==> src/rtl/axi4_lite_slave_regs_if.sv <==
`default_nettype none
// ============================================================================
// Module   : axi4_lite_slave_regs_if
// Brief    : AXI4-Lite five-channel bundle with master/slave modports.
// Revision : 1.0
// ============================================================================
interface axi4_lite_slave_regs_if #(
    parameter int ADDRESS = 32
) ();
    logic [ADDRESS-1:0] S_AWADDR;
    logic               S_AWVALID;
    logic               S_AWREADY;
    logic [31:0]        S_WDATA;
    logic [3:0]         S_WSTRB;
    logic               S_WVALID;
    logic               S_WREADY;
    logic [1:0]         S_BRESP;
    logic               S_BVALID;
    logic               S_BREADY;
    logic [ADDRESS-1:0] S_ARADDR;
    logic               S_ARVALID;
    logic               S_ARREADY;
    logic [31:0]        S_RDATA;
    logic [1:0]         S_RRESP;
    logic               S_RVALID;
    logic               S_RREADY;

    modport master (
        output S_AWADDR, S_AWVALID, S_WDATA, S_WSTRB, S_WVALID, S_BREADY,
               S_ARADDR, S_ARVALID, S_RREADY,
        input  S_AWREADY, S_WREADY, S_BRESP, S_BVALID,
               S_ARREADY, S_RDATA, S_RRESP, S_RVALID
    );

    modport slave (
        input  S_AWADDR, S_AWVALID, S_WDATA, S_WSTRB, S_WVALID, S_BREADY,
               S_ARADDR, S_ARVALID, S_RREADY,
        output S_AWREADY, S_WREADY, S_BRESP, S_BVALID,
               S_ARREADY, S_RDATA, S_RRESP, S_RVALID
    );
endinterface
`default_nettype wire

==> src/rtl/axi4_lite_slave_regs.sv <==
`default_nettype none
// ============================================================================
// Module   : axi4_lite_slave_regs
// Brief    : AXI4-Lite slave register file, independent read/write FSMs.
//            Optional macro AXI4L_SLAVE_ERR_EN: out-of-range accesses answer
//            SLVERR instead of OKAY.
// Revision : 1.0
// ============================================================================
module axi4_lite_slave_regs #(
    parameter int ADDRESS    = 32,
    parameter int DATA_WIDTH = 32,
    parameter int NUM_REGS   = 16
) (
    input  wire logic                           ACLK,
    input  wire logic                           ARESET,
    axi4_lite_slave_regs_if.slave               s_axi,
    output logic [NUM_REGS*DATA_WIDTH-1:0]      REGS_OUT
);

    localparam int                 c_IDX_W      = $clog2(NUM_REGS);
    localparam logic [ADDRESS-1:0] c_ADDR_LIMIT = ADDRESS'(NUM_REGS * 4);
    localparam logic [1:0]         c_RESP_OKAY  = 2'b00;
`ifdef AXI4L_SLAVE_ERR_EN
    localparam logic [1:0]         c_RESP_OOR   = 2'b10;
`else
    localparam logic [1:0]         c_RESP_OOR   = 2'b00;
`endif

    typedef enum logic [0:0] {W_IDLE = 1'b0, W_RESP = 1'b1} wstate_t;
    typedef enum logic [0:0] {R_IDLE = 1'b0, R_DATA = 1'b1} rstate_t;

    logic [DATA_WIDTH-1:0]   r_regs [NUM_REGS];

    wstate_t                 r_wstate;
    logic                    r_awready;
    logic                    r_wready;
    logic                    r_bvalid;
    logic [1:0]              r_bresp;
    logic                    r_aw_held;
    logic                    r_w_held;
    logic [ADDRESS-1:0]      r_awaddr;
    logic [DATA_WIDTH-1:0]   r_wdata;
    logic [3:0]              r_wstrb;

    rstate_t                 r_rstate;
    logic                    r_arready;
    logic                    r_rvalid;
    logic [DATA_WIDTH-1:0]   r_rdata;
    logic [1:0]              r_rresp;

    logic                    w_aw_hs;
    logic                    w_w_hs;
    logic                    w_aw_have;
    logic                    w_w_have;
    logic                    w_wr_commit;
    logic [ADDRESS-1:0]      w_wr_addr;
    logic [DATA_WIDTH-1:0]   w_wr_data;
    logic [3:0]              w_wr_strb;
    logic [c_IDX_W-1:0]      w_wr_idx;
    logic                    w_wr_inrange;
    logic                    w_ar_hs;
    logic [c_IDX_W-1:0]      w_rd_idx;
    logic                    w_rd_inrange;

    // A channel captured in an earlier cycle is taken from its holding
    // register; otherwise the live bus value is used, so a channel arriving
    // in the commit cycle itself needs no extra cycle.
    assign w_aw_hs      = r_awready & s_axi.S_AWVALID;
    assign w_w_hs       = r_wready  & s_axi.S_WVALID;
    assign w_aw_have    = r_aw_held | w_aw_hs;
    assign w_w_have     = r_w_held  | w_w_hs;
    assign w_wr_commit  = (r_wstate == W_IDLE) & w_aw_have & w_w_have;
    assign w_wr_addr    = r_aw_held ? r_awaddr : s_axi.S_AWADDR;
    assign w_wr_data    = r_w_held  ? r_wdata  : s_axi.S_WDATA;
    assign w_wr_strb    = r_w_held  ? r_wstrb  : s_axi.S_WSTRB;
    assign w_wr_idx     = w_wr_addr[2 +: c_IDX_W];
    assign w_wr_inrange = (w_wr_addr < c_ADDR_LIMIT);

    assign w_ar_hs      = r_arready & s_axi.S_ARVALID;
    assign w_rd_idx     = s_axi.S_ARADDR[2 +: c_IDX_W];
    assign w_rd_inrange = (s_axi.S_ARADDR < c_ADDR_LIMIT);

    always_ff @(posedge ACLK or posedge ARESET) begin
        if (ARESET) begin
            r_wstate  <= W_IDLE;
            r_awready <= 1'b0;
            r_wready  <= 1'b0;
            r_bvalid  <= 1'b0;
            r_bresp   <= 2'b00;
            r_aw_held <= 1'b0;
            r_w_held  <= 1'b0;
            r_awaddr  <= '0;
            r_wdata   <= '0;
            r_wstrb   <= '0;
            for (int k = 0; k < NUM_REGS; k++) begin
                r_regs[k] <= '0;
            end
        end else begin
            case (r_wstate)
                W_IDLE: begin
                    if (w_wr_commit) begin
                        if (w_wr_inrange) begin
                            for (int b = 0; b < DATA_WIDTH/8; b++) begin
                                if (w_wr_strb[b]) begin
                                    r_regs[w_wr_idx][8*b +: 8] <= w_wr_data[8*b +: 8];
                                end
                            end
                        end
                        r_bresp   <= w_wr_inrange ? c_RESP_OKAY : c_RESP_OOR;
                        r_bvalid  <= 1'b1;
                        r_awready <= 1'b0;
                        r_wready  <= 1'b0;
                        r_aw_held <= 1'b0;
                        r_w_held  <= 1'b0;
                        r_wstate  <= W_RESP;
                    end else begin
                        if (w_aw_hs) begin
                            r_awaddr  <= s_axi.S_AWADDR;
                            r_aw_held <= 1'b1;
                        end
                        if (w_w_hs) begin
                            r_wdata  <= s_axi.S_WDATA;
                            r_wstrb  <= s_axi.S_WSTRB;
                            r_w_held <= 1'b1;
                        end
                        r_awready <= ~w_aw_have;
                        r_wready  <= ~w_w_have;
                    end
                end
                W_RESP: begin
                    if (s_axi.S_BREADY) begin
                        r_bvalid  <= 1'b0;
                        r_bresp   <= 2'b00;
                        r_awready <= 1'b1;
                        r_wready  <= 1'b1;
                        r_wstate  <= W_IDLE;
                    end
                end
                default: r_wstate <= W_IDLE;
            endcase
        end
    end

    // Register contents are sampled before this edge's write lands, so a
    // same-edge read sees the old value.
    always_ff @(posedge ACLK or posedge ARESET) begin
        if (ARESET) begin
            r_rstate  <= R_IDLE;
            r_arready <= 1'b0;
            r_rvalid  <= 1'b0;
            r_rdata   <= '0;
            r_rresp   <= 2'b00;
        end else begin
            case (r_rstate)
                R_IDLE: begin
                    if (w_ar_hs) begin
                        r_rdata   <= w_rd_inrange ? r_regs[w_rd_idx] : '0;
                        r_rresp   <= w_rd_inrange ? c_RESP_OKAY : c_RESP_OOR;
                        r_rvalid  <= 1'b1;
                        r_arready <= 1'b0;
                        r_rstate  <= R_DATA;
                    end else begin
                        r_arready <= 1'b1;
                    end
                end
                R_DATA: begin
                    if (s_axi.S_RREADY) begin
                        r_rvalid  <= 1'b0;
                        r_arready <= 1'b1;
                        r_rstate  <= R_IDLE;
                    end
                end
                default: r_rstate <= R_IDLE;
            endcase
        end
    end

    assign s_axi.S_AWREADY = r_awready;
    assign s_axi.S_WREADY  = r_wready;
    assign s_axi.S_BVALID  = r_bvalid;
    assign s_axi.S_BRESP   = r_bresp;
    assign s_axi.S_ARREADY = r_arready;
    assign s_axi.S_RVALID  = r_rvalid;
    assign s_axi.S_RDATA   = r_rdata;
    assign s_axi.S_RRESP   = r_rresp;

    generate
        for (genvar k = 0; k < NUM_REGS; k++) begin : g_regs_out
            assign REGS_OUT[DATA_WIDTH*k +: DATA_WIDTH] = r_regs[k];
        end
    endgenerate

endmodule
`default_nettype wire

==> src/flat_wrapper.sv <==
// flat-port wrapper written by rule: the top's interface ports become plain ports
module axi4_lite_slave_regs_flat 
#(
    parameter int ADDRESS    = 32,
    parameter int DATA_WIDTH = 32,
    parameter int NUM_REGS   = 16
)
  (ACLK, ARESET, REGS_OUT, s_axi_S_AWADDR, s_axi_S_AWVALID, s_axi_S_WDATA, s_axi_S_WSTRB, s_axi_S_WVALID, s_axi_S_BREADY, s_axi_S_ARADDR, s_axi_S_ARVALID, s_axi_S_RREADY, s_axi_S_AWREADY, s_axi_S_WREADY, s_axi_S_BRESP, s_axi_S_BVALID, s_axi_S_ARREADY, s_axi_S_RDATA, s_axi_S_RRESP, s_axi_S_RVALID);
  axi4_lite_slave_regs_if #(.ADDRESS(ADDRESS)) s_axi_i ();
  input  wire logic ACLK;
  input  wire logic ARESET;
  output logic [NUM_REGS*DATA_WIDTH-1:0] REGS_OUT;
  input wire logic [$bits(s_axi_i.S_AWADDR)-1:0] s_axi_S_AWADDR;
  input wire logic [$bits(s_axi_i.S_AWVALID)-1:0] s_axi_S_AWVALID;
  input wire logic [$bits(s_axi_i.S_WDATA)-1:0] s_axi_S_WDATA;
  input wire logic [$bits(s_axi_i.S_WSTRB)-1:0] s_axi_S_WSTRB;
  input wire logic [$bits(s_axi_i.S_WVALID)-1:0] s_axi_S_WVALID;
  input wire logic [$bits(s_axi_i.S_BREADY)-1:0] s_axi_S_BREADY;
  input wire logic [$bits(s_axi_i.S_ARADDR)-1:0] s_axi_S_ARADDR;
  input wire logic [$bits(s_axi_i.S_ARVALID)-1:0] s_axi_S_ARVALID;
  input wire logic [$bits(s_axi_i.S_RREADY)-1:0] s_axi_S_RREADY;
  output wire logic [$bits(s_axi_i.S_AWREADY)-1:0] s_axi_S_AWREADY;
  output wire logic [$bits(s_axi_i.S_WREADY)-1:0] s_axi_S_WREADY;
  output wire logic [$bits(s_axi_i.S_BRESP)-1:0] s_axi_S_BRESP;
  output wire logic [$bits(s_axi_i.S_BVALID)-1:0] s_axi_S_BVALID;
  output wire logic [$bits(s_axi_i.S_ARREADY)-1:0] s_axi_S_ARREADY;
  output wire logic [$bits(s_axi_i.S_RDATA)-1:0] s_axi_S_RDATA;
  output wire logic [$bits(s_axi_i.S_RRESP)-1:0] s_axi_S_RRESP;
  output wire logic [$bits(s_axi_i.S_RVALID)-1:0] s_axi_S_RVALID;
  assign s_axi_i.S_AWADDR = s_axi_S_AWADDR;
  assign s_axi_i.S_AWVALID = s_axi_S_AWVALID;
  assign s_axi_i.S_WDATA = s_axi_S_WDATA;
  assign s_axi_i.S_WSTRB = s_axi_S_WSTRB;
  assign s_axi_i.S_WVALID = s_axi_S_WVALID;
  assign s_axi_i.S_BREADY = s_axi_S_BREADY;
  assign s_axi_i.S_ARADDR = s_axi_S_ARADDR;
  assign s_axi_i.S_ARVALID = s_axi_S_ARVALID;
  assign s_axi_i.S_RREADY = s_axi_S_RREADY;
  assign s_axi_S_AWREADY = s_axi_i.S_AWREADY;
  assign s_axi_S_WREADY = s_axi_i.S_WREADY;
  assign s_axi_S_BRESP = s_axi_i.S_BRESP;
  assign s_axi_S_BVALID = s_axi_i.S_BVALID;
  assign s_axi_S_ARREADY = s_axi_i.S_ARREADY;
  assign s_axi_S_RDATA = s_axi_i.S_RDATA;
  assign s_axi_S_RRESP = s_axi_i.S_RRESP;
  assign s_axi_S_RVALID = s_axi_i.S_RVALID;
  axi4_lite_slave_regs #(.ADDRESS(ADDRESS), .DATA_WIDTH(DATA_WIDTH), .NUM_REGS(NUM_REGS)) u_core (.ACLK(ACLK), .ARESET(ARESET), .s_axi(s_axi_i), .REGS_OUT(REGS_OUT));
endmodule
==> config.mk <==
export PLATFORM = sky130hd
export DESIGN_NAME = axi4_lite_slave_regs_flat
export DESIGN_NICKNAME = d
export VERILOG_FILES = /design/src/rtl/axi4_lite_slave_regs_if.sv /design/src/rtl/axi4_lite_slave_regs.sv /design/src/flat_wrapper.sv
export SDC_FILE = /design/constraint.sdc
export NUM_CORES = 1
export LEC_CHECK = 0
export CAP_MARGIN = 10
export CORE_AREA = 2 2 255 257
export DETAILED_ROUTE_END_ITERATION = 7
export DIE_AREA = 0 0 257 259
export GPL_ROUTABILITY_DRIVEN = 0
export PLACE_DENSITY = 0.8
export SLEW_MARGIN = 20
export SYNTH_ARGS = -nofsm -noshare
export SYNTH_HDL_FRONTEND = slang
export SYNTH_SLANG_ARGS = --single-unit
==> constraint.sdc <==
create_clock -name ACLK -period 60.2 [get_ports ACLK]
set_clock_uncertainty 0.1 [all_clocks]
set_input_delay 18.06 -clock ACLK [delete_from_list [all_inputs] [get_ports ACLK]]
set_output_delay 18.06 -clock ACLK [all_outputs]
set_load 0.01 [all_outputs]
## After elaboration in Yosys (flattened, before gate mapping)

Index checks and enable logic that the tools add are counted.
W data, S select, Z words.

| word-level totals | value |
|---|---|
| flip-flop bits (word level) | 623 |
| input bits | 107 |
| output and inout port bits | 553 |
| logic and storage cells | 123 |

| operators by class | value |
|---|---|
| magnitude comparators | 5 |
| equality and inequality tests | 4 |
| multiplexer cells | 59 |
| bitwise operators | 14 |
| reductions and logical operators | 11 |

Operators with widths:

| kind | count |
|---|---|
| $mux W512 | 13 |
| $bwmux W512 | 4 |
| $demux W32 S4 | 4 |
| $mux W32 | 6 |
| $bmux W32 S4 | 1 |
| $lt A32 B7 Y1 const B | 2 |
| $mux W24 | 1 |
| $mux W1 | 17 |
| $mux W16 | 1 |
| $pmux W1 S2 | 7 |
| $ge A5 B5 Y1 const B | 2 |
| $not A4 Y5 | 2 |
| $reduce_and A2 Y1 | 5 |
| $reduce_and A3 Y1 | 3 |
| $mux W8 | 1 |
| $and A1 B1 Y1 | 5 |
| $lt A5 B1 Y1 const B | 1 |
| $not A1 Y1 | 5 |
| $mux W2 | 2 |
| $mux W4 | 1 |
| $ne A2 B1 Y1 const B | 2 |
| $ne A2 B2 Y1 const B | 2 |
| $pmux W2 S2 | 1 |
| $reduce_bool A2 Y1 | 2 |
| 2 further kinds | 3 |

## Depth between registers and ports, before layout

Gate-level depths: netlist of the first run.

| logic depth | value |
|---|---|
| depth after elaboration | 23 |
| mapped depth | 8 |
| depth with buffers taken out | 5 |

## Worst setup path before layout of the first run

Ideal clock, no wire load.

| path | value |
|---|---|
| path type | input to register |
| start | input s_axi_S_WVALID |
| end | register u_core.r_regs, in the netlist u_core.REGS_OUT[104] |
| setup time | 0.125 ns |
| arrival | 20.023 ns |
| data required time | 59.975 ns |
| slack | 39.952 ns |
| stages | 7 |
| buffers on the path | 2 |
| path through | a21oi_1 -> or3_1 -> buf_2 -> nor2_1 -> buf_1 -> nand4_2 -> mux2_2 |

| on the way | value |
|---|---|
| word-level cells in the longest chain between the ends | 4 |

RTL lines:

| element | line | source |
|---|---|---|
| start: declaration | flat_wrapper.sv:17 | `input wire logic [$bits(s_axi_i.S_WVALID)-1:0] s_axi_S_WVALID;` |
| $and A1 B1 Y1 | axi4_lite_slave_regs.sv:69 | `assign w_w_hs = r_wready & s_axi.S_WVALID;` |
| $or A1 B1 Y1 | axi4_lite_slave_regs.sv:71 | `assign w_w_have = r_w_held \| w_w_hs;` |
| $and A1 B1 Y1 | axi4_lite_slave_regs.sv:72 | `assign w_wr_commit = (r_wstate == W_IDLE) & w_aw_have & w_w_have;` |
| $reduce_and A3 Y1 (no line) | n/a |  |
| end signal: indexed assignment | axi4_lite_slave_regs.sv:105 | `r_regs[w_wr_idx][8*b +: 8] <= w_wr_data[8*b +: 8];` |
| end: declaration | axi4_lite_slave_regs.sv:32 | `logic [DATA_WIDTH-1:0] r_regs [NUM_REGS];` |

No other way between the ends.
A chain may end at the register's enable or synchronous reset.

==> summary.md, run 1 <==
| Metric | Value |
|---|---|
| Fill count | `about 4800` |
| Die width | `roughly 260 um` |
| Comb pwr share | `15.3%` |
| Area delta synth->final | `34.1%` |
| Crit start category | `input port` |
| Max-slew violations | `0` |
| Die ar. | `0.0666 mm2` |
| Share of post-route cells with drive strength above 1 | `38.2%` |
| Via-to-Cell Ratio | `5.96` |
| DRC errors left | `0` |
| Total GRT Usage | `between 20% and 30%` |
| Max rail drop VDD | `0.0199 mV` |
| Yosys warning total | `0` |
| Vias in the first global route | `20900` |
| Grt peak-use layer | `met2` |
| Max_cap viols | `0` |
| Final non-filler cell total | `3331` |
| Starting Density | `44.0%` |
| Clock root buffer | `clkbuf_16` |
| Clock-pin transition on the worst setup and hold timing paths | `around 0.06 ns` |
| Final Setup Violations | `0` |
| Nets | `2521` |
| CTS sink cnt | `619` |
| Seq pwr share | `roughly 45%` |
| Post-route design area | `0.0377 mm2` |
| Post-synth EDFFs | `0` |
| Rel. slew slack | `22.2%` |
| Top-count cell post-synth | `dfrtp_1` |
| GR Util met2 | `47.3%` |
| Met1 Resource Use GR | `a little over a third` |
| Worst-case reg-to-reg path depth | `5` |
| Routed WL | `97200 um` |
| Sw Share | `28.5%` |
| Worst setup EP type | `async pin` |
| Power density over cell area | `around 27 mW/mm2` |
| Fmax | `46.1 MHz` |
| I/O pin count | `660` |
| Post-DP Area | `0.0354 mm2` |
| CP delay by family, top | `buffers and inverters` |
| Final worst-path cycle share | `36.0%` |
| Synthesized area per cell | `roughly 16 um2` |
| Sum of negative setup slack | `0 ns` |
| Clock Path Buffers | `3` |
| Leading cell types by count after synthesis | `dfrtp_1 (619), mux2_2 (609), mux4_2 (128), clkbuf_1 (80), a22oi_1 (63)` |
| CTS tree | `done` |
| Num CTS Buffers | `67` |
| Net Sw Power | `294 uW` |
| Top cell type's share of synthesized area | `a little under three fifths` |
| Mapped Cells | `1790` |
| Hold depth | `2` |
| Cell variety after synth | `40` |
| First-pass GRT wire length | `143000 um` |
| Cell Rows | `93` |
| Met3 usage | `7.36%` |
| # placed instances | `3200` |
| Cell taking the most area after synthesis | `dfrtp_1` |
| Worst EP required | `60.73 ns` |
| Crit Path Category | `in -> async` |
| Worst-path cell chain | `clkdlybuf4s50_1 -> inv_8 -> buf_6 -> buf_4 -> buf_4 -> buf_6` |
| Largest fanout on the critical path | `128` |
| Final Hold Viols | `0` |
| Status | `completed` |
| Seq cells post-synth | `619` |
| Post CTS Setup Buffer Count | `0` |
| Mapped Area | `approximately 0.028 mm2` |
| Detail Route Antenna Nets | `0` |
| Hpwl dp | `66900 um` |
| RSZ-0062 raised after global routing | `false` |
| Async SR Flop Fraction | `100%` |
| Share of total power in the clock network | `40.2%` |
| Avg WL per Cell | `29.2 um` |
| Post-CTS sizing | `0` |
| Vias | `19900` |
| H-tree levels | `3` |
| Number of detailed-route iterations in the first pass | `5` |
| Fin crit period | `21.67 ns` |
| Max stage delay on crit path | `about 0.8 ns` |
| Largest net degree at the start of global routing | `129` |
| Cell-internal power | `738 uW` |
| Crit path DAT | `roughly 22 ns` |
| IO Port Bufs | `651` |
| Hold bufs inserted after CTS | `0` |
| P_leak | `17.4 nW` |
| Core footprint | `0.0639 mm2` |
| Top FF cell, synth | `dfrtp_1` |
| Crit. path cell count | `6` |
| Sequential share of the synthesized area | `55.2%` |
| Antenna violations before repair | `14` |
| Type of the worst min-delay path | `reg -> reg` |
| Top cells by area, synth | `dfrtp_1 (55%), mux2_2 (24%), mux4_2 (10%)` |
| Clk_lat worst skew | `0.61 ns` |
| Height of the die | `about 260 um` |
| Worst Max-Slew Pin Slew | `1.17 ns` |
| CP Buf/Inv Count | `6` |
| DRT iter0 DRCs | `between 1000 and 1500` |
| Critical Path Slowest Stage Cell | `buf_4` |
| Total grt overflow | `0` |
==> through the flow <==
| step | total power [mW] | utilization [%] | setup WS (ns) | hold WS, ns |
|---|---|---|---|---|
| floorplan | 0.568 | - | 24.71 | 0.371 |
| global placement | 0.615 | 55.5 | 37.34 | 0.370 |
| detailed placement | 0.624 | 55.5 | 37.14 | 0.367 |
| CTS | 1.04 | 58.9 | 37.80 | 0.382 |
| global route | 1.07 | 59.0 | 37.94 | 0.412 |
| finish | 1.03 | 59.0 | 38.53 | 0.375 |
==> per-layer routing <==
layer	vias up	part of all wire [%]
met3	230	7.8
met4	2	5.2
met1	10600	38
met2	962	49
li1	8109	-
met5	-	0.012
==> sequential cells by signal, summed over array words and instances, names as in the netlist <==
name                    flops
u_core.s_axi.S_ARREADY      1
u_core.s_axi.S_WREADY       1
u_core.s_axi.S_RDATA       32
u_core.r_aw_held            1
u_core.r_wdata             32
u_core.r_wstrb              4
u_core.r_wstate             1
u_core.r_rstate             1
u_core.r_awaddr            30
u_core.s_axi.S_RVALID       1
u_core.s_axi.S_BVALID       1
u_core.REGS_OUT           512
u_core.r_w_held             1
u_core.s_axi.S_AWREADY      1
==> final timing paths <==
kind | from | end | slack (ns)
worst max-delay path | ARESET | u_core.REGS_OUT[404] | 38.53
worst min-delay path | u_core.s_axi.S_RVALID | u_core.s_axi.S_RVALID | 0.38
worst max register to register | u_core.r_aw_held | u_core.REGS_OUT[241] | 55.86
worst min register to register | u_core.s_axi.S_RVALID | u_core.s_axi.S_RVALID | 0.38
max in group ACLK | s_axi_S_AWADDR[23] | u_core.REGS_OUT[241] | 38.86
min in group asynchronous | ARESET | u_core.r_wdata[1] | 17.92
==> layout make-up <==
class	count	area, um2	area share [%]
flip-flops and latches	619	15500	41.1
multi-input cells	1052	12200	32.4
inverters	4	22.5	0.0598
clock buffers	99	1970	5.22
well taps	855	1070	2.84
repair buffers	670	6680	17.7
clock inverters	19	224	0.595
diodes	13	32.5	0.0864
==> logic make-up after synthesis <==
group / Yosys count / share of synthesized area [%]
flip-flops: 619 / 55.2
AND/OR/NAND/NOR: 186 / 4.71
buffers and inverters: 122 / 1.76
multiplexers: 742 / 34.9
other: 1 / 0.0134
AO/OA/AOI/OAI: 120 / 3.49
==> power by group through the flow <==
| stage | clock network, mW | registers (mW) | logic [mW] |
|---|---|---|---|
| after floorplan | 0 | 0.460 | 0.108 |
| after global placement | 0 | 0.463 | 0.152 |
| after detailed placement | 0 | 0.466 | 0.159 |
| after CTS | 0.421 | 0.458 | 0.160 |
| after global routing | 0.437 | 0.462 | 0.171 |
| final | 0.414 | 0.459 | 0.158 |
==> worst reg2reg max path, cell delays in order (launching register included) <==
cell and delay, ns:
dfrtp_1 0.92, or4b_2 0.65, o22a_1 0.37, nor2_2 0.89
nand4_2 0.75, mux2_2 0.52
==> placed cells by master, fill, tap and decap left out, drive strengths merged, types with 3 or more instances in the layout <==
cell type	synthesis	layout
conb	1	4
dfrtp	619	619
clkbuf	80	100
nor3	5	5
clkinv	0	12
inv	4	6
buf	38	20
bufinv	0	3
nor4	12	12
o22a	4	4
clkdlybuf4s50	0	649
mux2	609	609
nor2	35	35
nand2b	3	3
a211oi	4	4
a22oi	63	63
a22o	33	33
a21oi	5	5
nand3	3	3
mux4	128	128
mux2i	5	5
nand4	67	67
diode	0	13
nor2b	5	5
nand2	48	48
(Power assumes the default switching activity.)
==> run 2: changes to the inputs <==
--- a/config.mk
+++ b/config.mk
@@ -6,11 +6,11 @@
 export NUM_CORES = 1
 export LEC_CHECK = 0
 export CAP_MARGIN = 10
-export CORE_AREA = 2 2 255 257
+export CORE_AREA = 2 2 258 260
 export DETAILED_ROUTE_END_ITERATION = 7
-export DIE_AREA = 0 0 257 259
+export DIE_AREA = 0 0 260 262
 export GPL_ROUTABILITY_DRIVEN = 0
-export PLACE_DENSITY = 0.8
+export PLACE_DENSITY = 0.81
 export SLEW_MARGIN = 20
 export SYNTH_ARGS = -nofsm -noshare
 export SYNTH_HDL_FRONTEND = slang
==> constraint.sdc (replaced) <==
create_clock -name ACLK -period 19 [get_ports ACLK]
set_clock_uncertainty 0.1 [all_clocks]
set_input_delay 5.7 -clock ACLK [delete_from_list [all_inputs] [get_ports ACLK]]
set_output_delay 5.7 -clock ACLK [all_outputs]
set_load 0.01 [all_outputs]
==> summary.md, run 2 (synthesis gave the netlist of run 1 again) <==
| Metric | Value |
|---|---|
| Max-slew violations | `0` |
| Hold bufs inserted after CTS | `0` |
| Clock root buffer | `clkbuf_16` |
| Met3 usage | `6.89%` |
| Vias in the first global route | `21000` |
| Commonest non-fill, non-tap cell in the layout | `clkdlybuf4s50_1` |
| Crit Path Category | `in -> reg` |
| Via-to-Cell Ratio | `5.96` |
| IO Port Bufs | `651` |
| Final Hold Viols | `0` |
| Power after layout | `approximately 3.4 mW` |
| P_leak | `between 15 and 20 nW` |
| Grt peak-use layer | `met2` |
| Clk_lat worst skew | `0.59 ns` |
| Fin crit period | `8.79 ns` |
| Crit start category | `input port` |
| Starting Density | `43.0%` |
| Height of the die | `between 200 and 300 um` |
| Final Setup Violations | `0` |
| Largest register FFs | `a little over 500` |
| Area delta synth->final | `34.9%` |
| Fill count | `roughly 5000` |
| Vias | `around 20000` |
| Worst Max-Slew Pin Slew | `1.19 ns` |
| Post-route design area | `0.0379 mm2` |
| Cell Rows | `between 90 and 100` |
| RSZ-0062 raised after global routing | `false` |
| First-pass GRT wire length | `141000 um` |
| Placement-stage worst setup slack | `9.17 ns` |
| Sum of negative setup slack | `0 ns` |
| Total GRT Usage | `28.1%` |
| Routed WL | `97800 um` |
| Nets | `between 2000 and 3000` |
| Post CTS Setup Buffer Count | `0` |
| Hpwl dp | `67600 um` |
| Final Core Density | `approximately three fifths` |
| Worst setup EP type | `register` |
| Fmax | `about 110 MHz` |
| Share of post-route cells with drive strength above 1 | `about two fifths` |
| Final setup margin | `10.21 ns` |
| Status | `completed` |
| Detail Route Antenna Nets | `0` |
| Crit path DAT | `9.16 ns` |
| DRT iter0 DRCs | `~1500` |
| Max rail drop VDD | `0.0596 mV` |
| H-tree levels | `3` |
| Post-DP Area | `0.0355 mm2` |
| Rel. slew slack | `20.9%` |
| Power density over cell area | `between 80 and 90 mW/mm2` |
| Most frequent cells in the layout | `clkdlybuf4s50_1 (649), dfrtp_1 (618), mux2_2 (609)` |
| Largest net degree at the start of global routing | `approximately 190` |
| Die width | `260 um` |
| Largest fanout on the critical path | `16` |
| Die ar. | `0.0681 mm2` |
| Worst EP required | `19.37 ns` |
| GR Util met2 | `between 40% and 50%` |
| Core footprint | `approximately 0.065 mm2` |
| Met1 Resource Use GR | `34.8%` |
| Final worst-path cycle share | `46.3%` |
| Type of the worst min-delay path | `reg -> reg` |
| DRC errors left | `0` |
| CTS sink cnt | `619` |
| Clock Path Buffers | `3` |
| Clock-pin transition on the worst setup and hold timing paths | `0.06 ns` |
| Number of detailed-route iterations in the first pass | `5` |
| Post-CTS sizing | `0` |
| Max_cap viols | `0` |
| CTS tree | `done` |
| Antenna violations before repair | `4` |
| Total grt overflow | `0` |
| I/O pin count | `660` |
| Avg WL per Cell | `29.3 um` |
| Num CTS Buffers | `68` |
## run 2: where the power goes
group / leakage, nW / internal [mW] / switching [mW]
clock network: 1.15 / 0.831 / 0.560
logic: 7.89 / 0.177 / 0.330
registers: 8.49 / 1.40 / 0.0555
total: 17.5 / 2.41 / 0.945
## run 2: worst max-delay path, cell delays in order
cell and delay [ns]:
clkdlybuf4s50_1 0.45, nor4_1 0.29, nand4_1 0.43, a211oi_4 1.02, nand4_2 0.75, mux2_2 0.50
## run 2: path summary, 6_finish.rpt
check	startpoint	endpoint	slack, ns	cells past startpoint
max in group asynchronous	ARESET	u_core.s_axi.S_RDATA[22]	10.50	5
min in group asynchronous	ARESET	u_core.r_wdata[0]	5.53	2
worst min register to register	u_core.s_axi.S_BVALID	u_core.s_axi.S_BVALID	0.38	2
worst max-delay path	s_axi_S_AWADDR[23]	u_core.REGS_OUT[251]	10.21	6
worst max register to register	u_core.r_aw_held	u_core.REGS_OUT[488]	14.80	5
worst min-delay path	u_core.s_axi.S_BVALID	u_core.s_axi.S_BVALID	0.38	2
## run 2: metal layers
metal | share of wire (%) | vias up
met2 | 50 | 935
met3 | 7.4 | 224
met4 | 4.4 | 2
met1 | 38 | 10600
met5 | 0.016 | -
li1 | - | 8122
## run 2: cell type report
type,count,area [um2],share of cell area (%)
repair buffers,675,6750,17.8
clock buffers,96,1990,5.25
clock inverters,27,372,0.981
diodes,1,2.50,0.00660
well taps,864,1080,2.85
multi-input cells,1052,12200,32.2
flip-flops and latches,619,15500,40.9
inverters,4,18.8,0.0495
## run 2: per-stage QoR
| stage | std cells | hold WS [ns] |
|---|---|---|
| 2_1_floorplan | 1793 | 0.371 |
| 3_3_place_gp | 3212 | 0.365 |
| 3_5_place_dp | 3212 | 0.365 |
| 4_1_cts | 3335 | 0.379 |
| 5_1_grt | 3338 | 0.425 |
| 6_report | 3338 | 0.384 |
==> run 3: changes to the inputs <==
==> constraint.sdc (replaced) <==
create_clock -name ACLK -period 7.4 [get_ports ACLK]
set_clock_uncertainty 0.1 [all_clocks]
set_input_delay 2.22 -clock ACLK [delete_from_list [all_inputs] [get_ports ACLK]]
set_output_delay 2.22 -clock ACLK [all_outputs]
set_load 0.01 [all_outputs]
==> summary.md, run 3 (synthesis gave the netlist of run 1 again) <==
| Metric | Value |
|---|---|
| Critical Path Slowest Stage Cell | `nor2_2` |
| IO Port Bufs | `651` |
| RSZ-0062 raised after global routing | `false` |
| CTS tree | `done` |
| Largest fanout on the critical path | `12` |
| Share of post-route cells with drive strength above 1 | `a little under two fifths` |
| Hold depth | `2` |
| First-pass GRT wire length | `141000 um` |
| Worst-path cell chain | `clkdlybuf4s50_1 -> or4_1 -> o22a_1 -> nor2_2 -> nand4_2 -> mux2_2` |
| Clock-pin transition on the worst setup and hold timing paths | `0.06 ns` |
| Sw Share | `28.3%` |
| Crit Path Category | `in -> reg` |
| Starting Density | `between 40% and 50%` |
| Power after layout | `8.48 mW` |
| Max stage delay on crit path | `0.83 ns` |
| Rel. slew slack | `28.5%` |
| Final Hold Viols | `0` |
| Fill count | `4957` |
| Total grt overflow | `0` |
| Crit path DAT | `5.58 ns` |
| CP delay by family, top | `simple AND/OR/NAND/NOR gates` |
| CTS sink cnt | `619` |
| CP Buf/Inv Count | `1` |
| Vias | `19800` |
| Commonest non-fill, non-tap cell in the layout | `clkdlybuf4s50_1` |
| Worst Max-Slew Pin Slew | `1.07 ns` |
| Vias in the first global route | `21000` |
| Post-CTS sizing | `0` |
| I/O pin count | `between 600 and 700` |
| Max-slew violations | `0` |
| Post-DP Area | `0.0356 mm2` |
| Worst setup EP type | `register` |
| P_leak | `between 15 and 20 nW` |
| Crit. path cell count | `6` |
| H-tree levels | `3` |
| Die ar. | `0.0681 mm2` |
| Type of the worst min-delay path | `reg -> reg` |
| Register area | `between 0.015 and 0.02 mm2` |
| Fin crit period | `around 5.2 ns` |
| Worst EP required | `approximately 8 ns` |
| Final hold slack | `0.385 ns` |
| Net Sw Power | `2.40 mW` |
| Nets | `~2500` |
| DRC errors left | `0` |
| Number of detailed-route iterations in the first pass | `5` |
| Fmax | `roughly 190 MHz` |
| Final setup margin | `2.20 ns` |
| Area delta synth->final | `34.8%` |
| Crit start category | `input port` |
| Final worst-path cycle share | `70.2%` |
| Avg WL per Cell | `29.1 um` |
| Hold bufs inserted after CTS | `0` |
| Most frequent cells in the layout | `clkdlybuf4s50_1 (649), dfrtp_1 (618), mux2_2 (609)` |
| Num CTS Buffers | `67` |
| Area of the multi-input gates | `0.0122 mm2` |
| Seq pwr share | `44.1%` |
| Comb pwr share | `15.3%` |
| Status | `completed` |
| Power density over cell area | `between 200 and 250 mW/mm2` |
| Cell-internal power | `6.08 mW` |
| Post CTS Setup Buffer Count | `0` |
| Largest net degree at the start of global routing | `142` |
| Worst-case reg-to-reg path depth | `5` |
| Height of the die | `262 um` |
| Die width | `around 260 um` |
| DRT iter0 DRCs | `1445` |
| Share of total power in the clock network | `40.6%` |
| Detail Route Antenna Nets | `0` |
| Via-to-Cell Ratio | `5.93` |
| Max_cap viols | `0` |
| Antenna violations before repair | `3` |
| Final Setup Violations | `0` |
| Post-route design area | `0.0378 mm2` |
| Cell Rows | `between 90 and 100` |
| Clock root buffer | `clkbuf_16` |
| Clock Path Buffers | `3` |
| Hpwl dp | `~68000 um` |
| Core footprint | `roughly 0.065 mm2` |
| Clk_lat worst skew | `0.60 ns` |
| Total GRT Usage | `27.9%` |
| Max rail drop VDD | `0.236 mV` |
| Largest register FFs | `512` |
| Placement-stage worst setup slack | `1.41 ns` |
| Routed WL | `97200 um` |
[run 3: cell types whose count changed in the layout (fill, tap and decap cells not counted), sizes merged]
cell | before | now
clkinvlp | 6 | 4
buf | 25 | 28
diode | 1 | 2
inv | 5 | 4
clkbuf | 97 | 99
bufinv | 7 | 5
clkinv | 13 | 12
[run 3: routing by layer]
metal | GRT usage, % | share of wire, % | up-vias
met3 | 6.33 | 7.8 | 261
met4 | 14.2 | 4.9 | 2
li1 | - | - | 8103
met2 | 47.2 | 50 | 973
met1 | 33.7 | 37 | 10500
met5 | 0 | 0.013 | -
[run 3: final timing paths]
path | start | end | slack [ns]
max | s_axi_S_AWADDR[25] | u_core.REGS_OUT[180] | 2.20
min | u_core.s_axi.S_BVALID | u_core.s_axi.S_BVALID | 0.38
max reg2reg | u_core.r_aw_held | u_core.REGS_OUT[180] | 3.20
min reg2reg | u_core.s_axi.S_BVALID | u_core.s_axi.S_BVALID | 0.38
max in group asynchronous | ARESET | u_core.REGS_OUT[86] | 3.79
min in group asynchronous | ARESET | u_core.r_awaddr[26] | 2.05
[run 3: worst min-delay path, delay by kind of cell (launching register included)]
family	cells	cell delay, ns
simple gates	2	0.10
flops	1	0.35
[run 3: area by class of cell]
type	count	area share, %
multi-input cells	1052	32.2
well taps	864	2.86
inverters	4	0.0496
flip-flops and latches	619	40.9
repair buffers	678	18.0
clock inverters	21	0.767
clock buffers	98	5.19
diodes	2	0.0132
[run 3: power by group through the flow]
stage | clock, mW | combinational [mW] | sequential, mW
2_1_floorplan | 0 | 0.875 | 3.75
3_3_place_gp | 0 | 1.25 | 3.77
3_5_place_dp | 0 | 1.31 | 3.79
4_1_cts | 3.49 | 1.31 | 3.73
5_1_grt | 3.63 | 1.40 | 3.76
6_report | 3.44 | 1.30 | 3.74
[run 3: stage by stage]
stage                     cells  util [%]  TNS (ns)
after detailed placement   3216      54.5         0
after CTS                  3335      57.9         0
after global placement     3216      54.5         0
after global routing       3337      58.0         0
after floorplan            1793         -  -2085.40
final                      3338      58.0         0
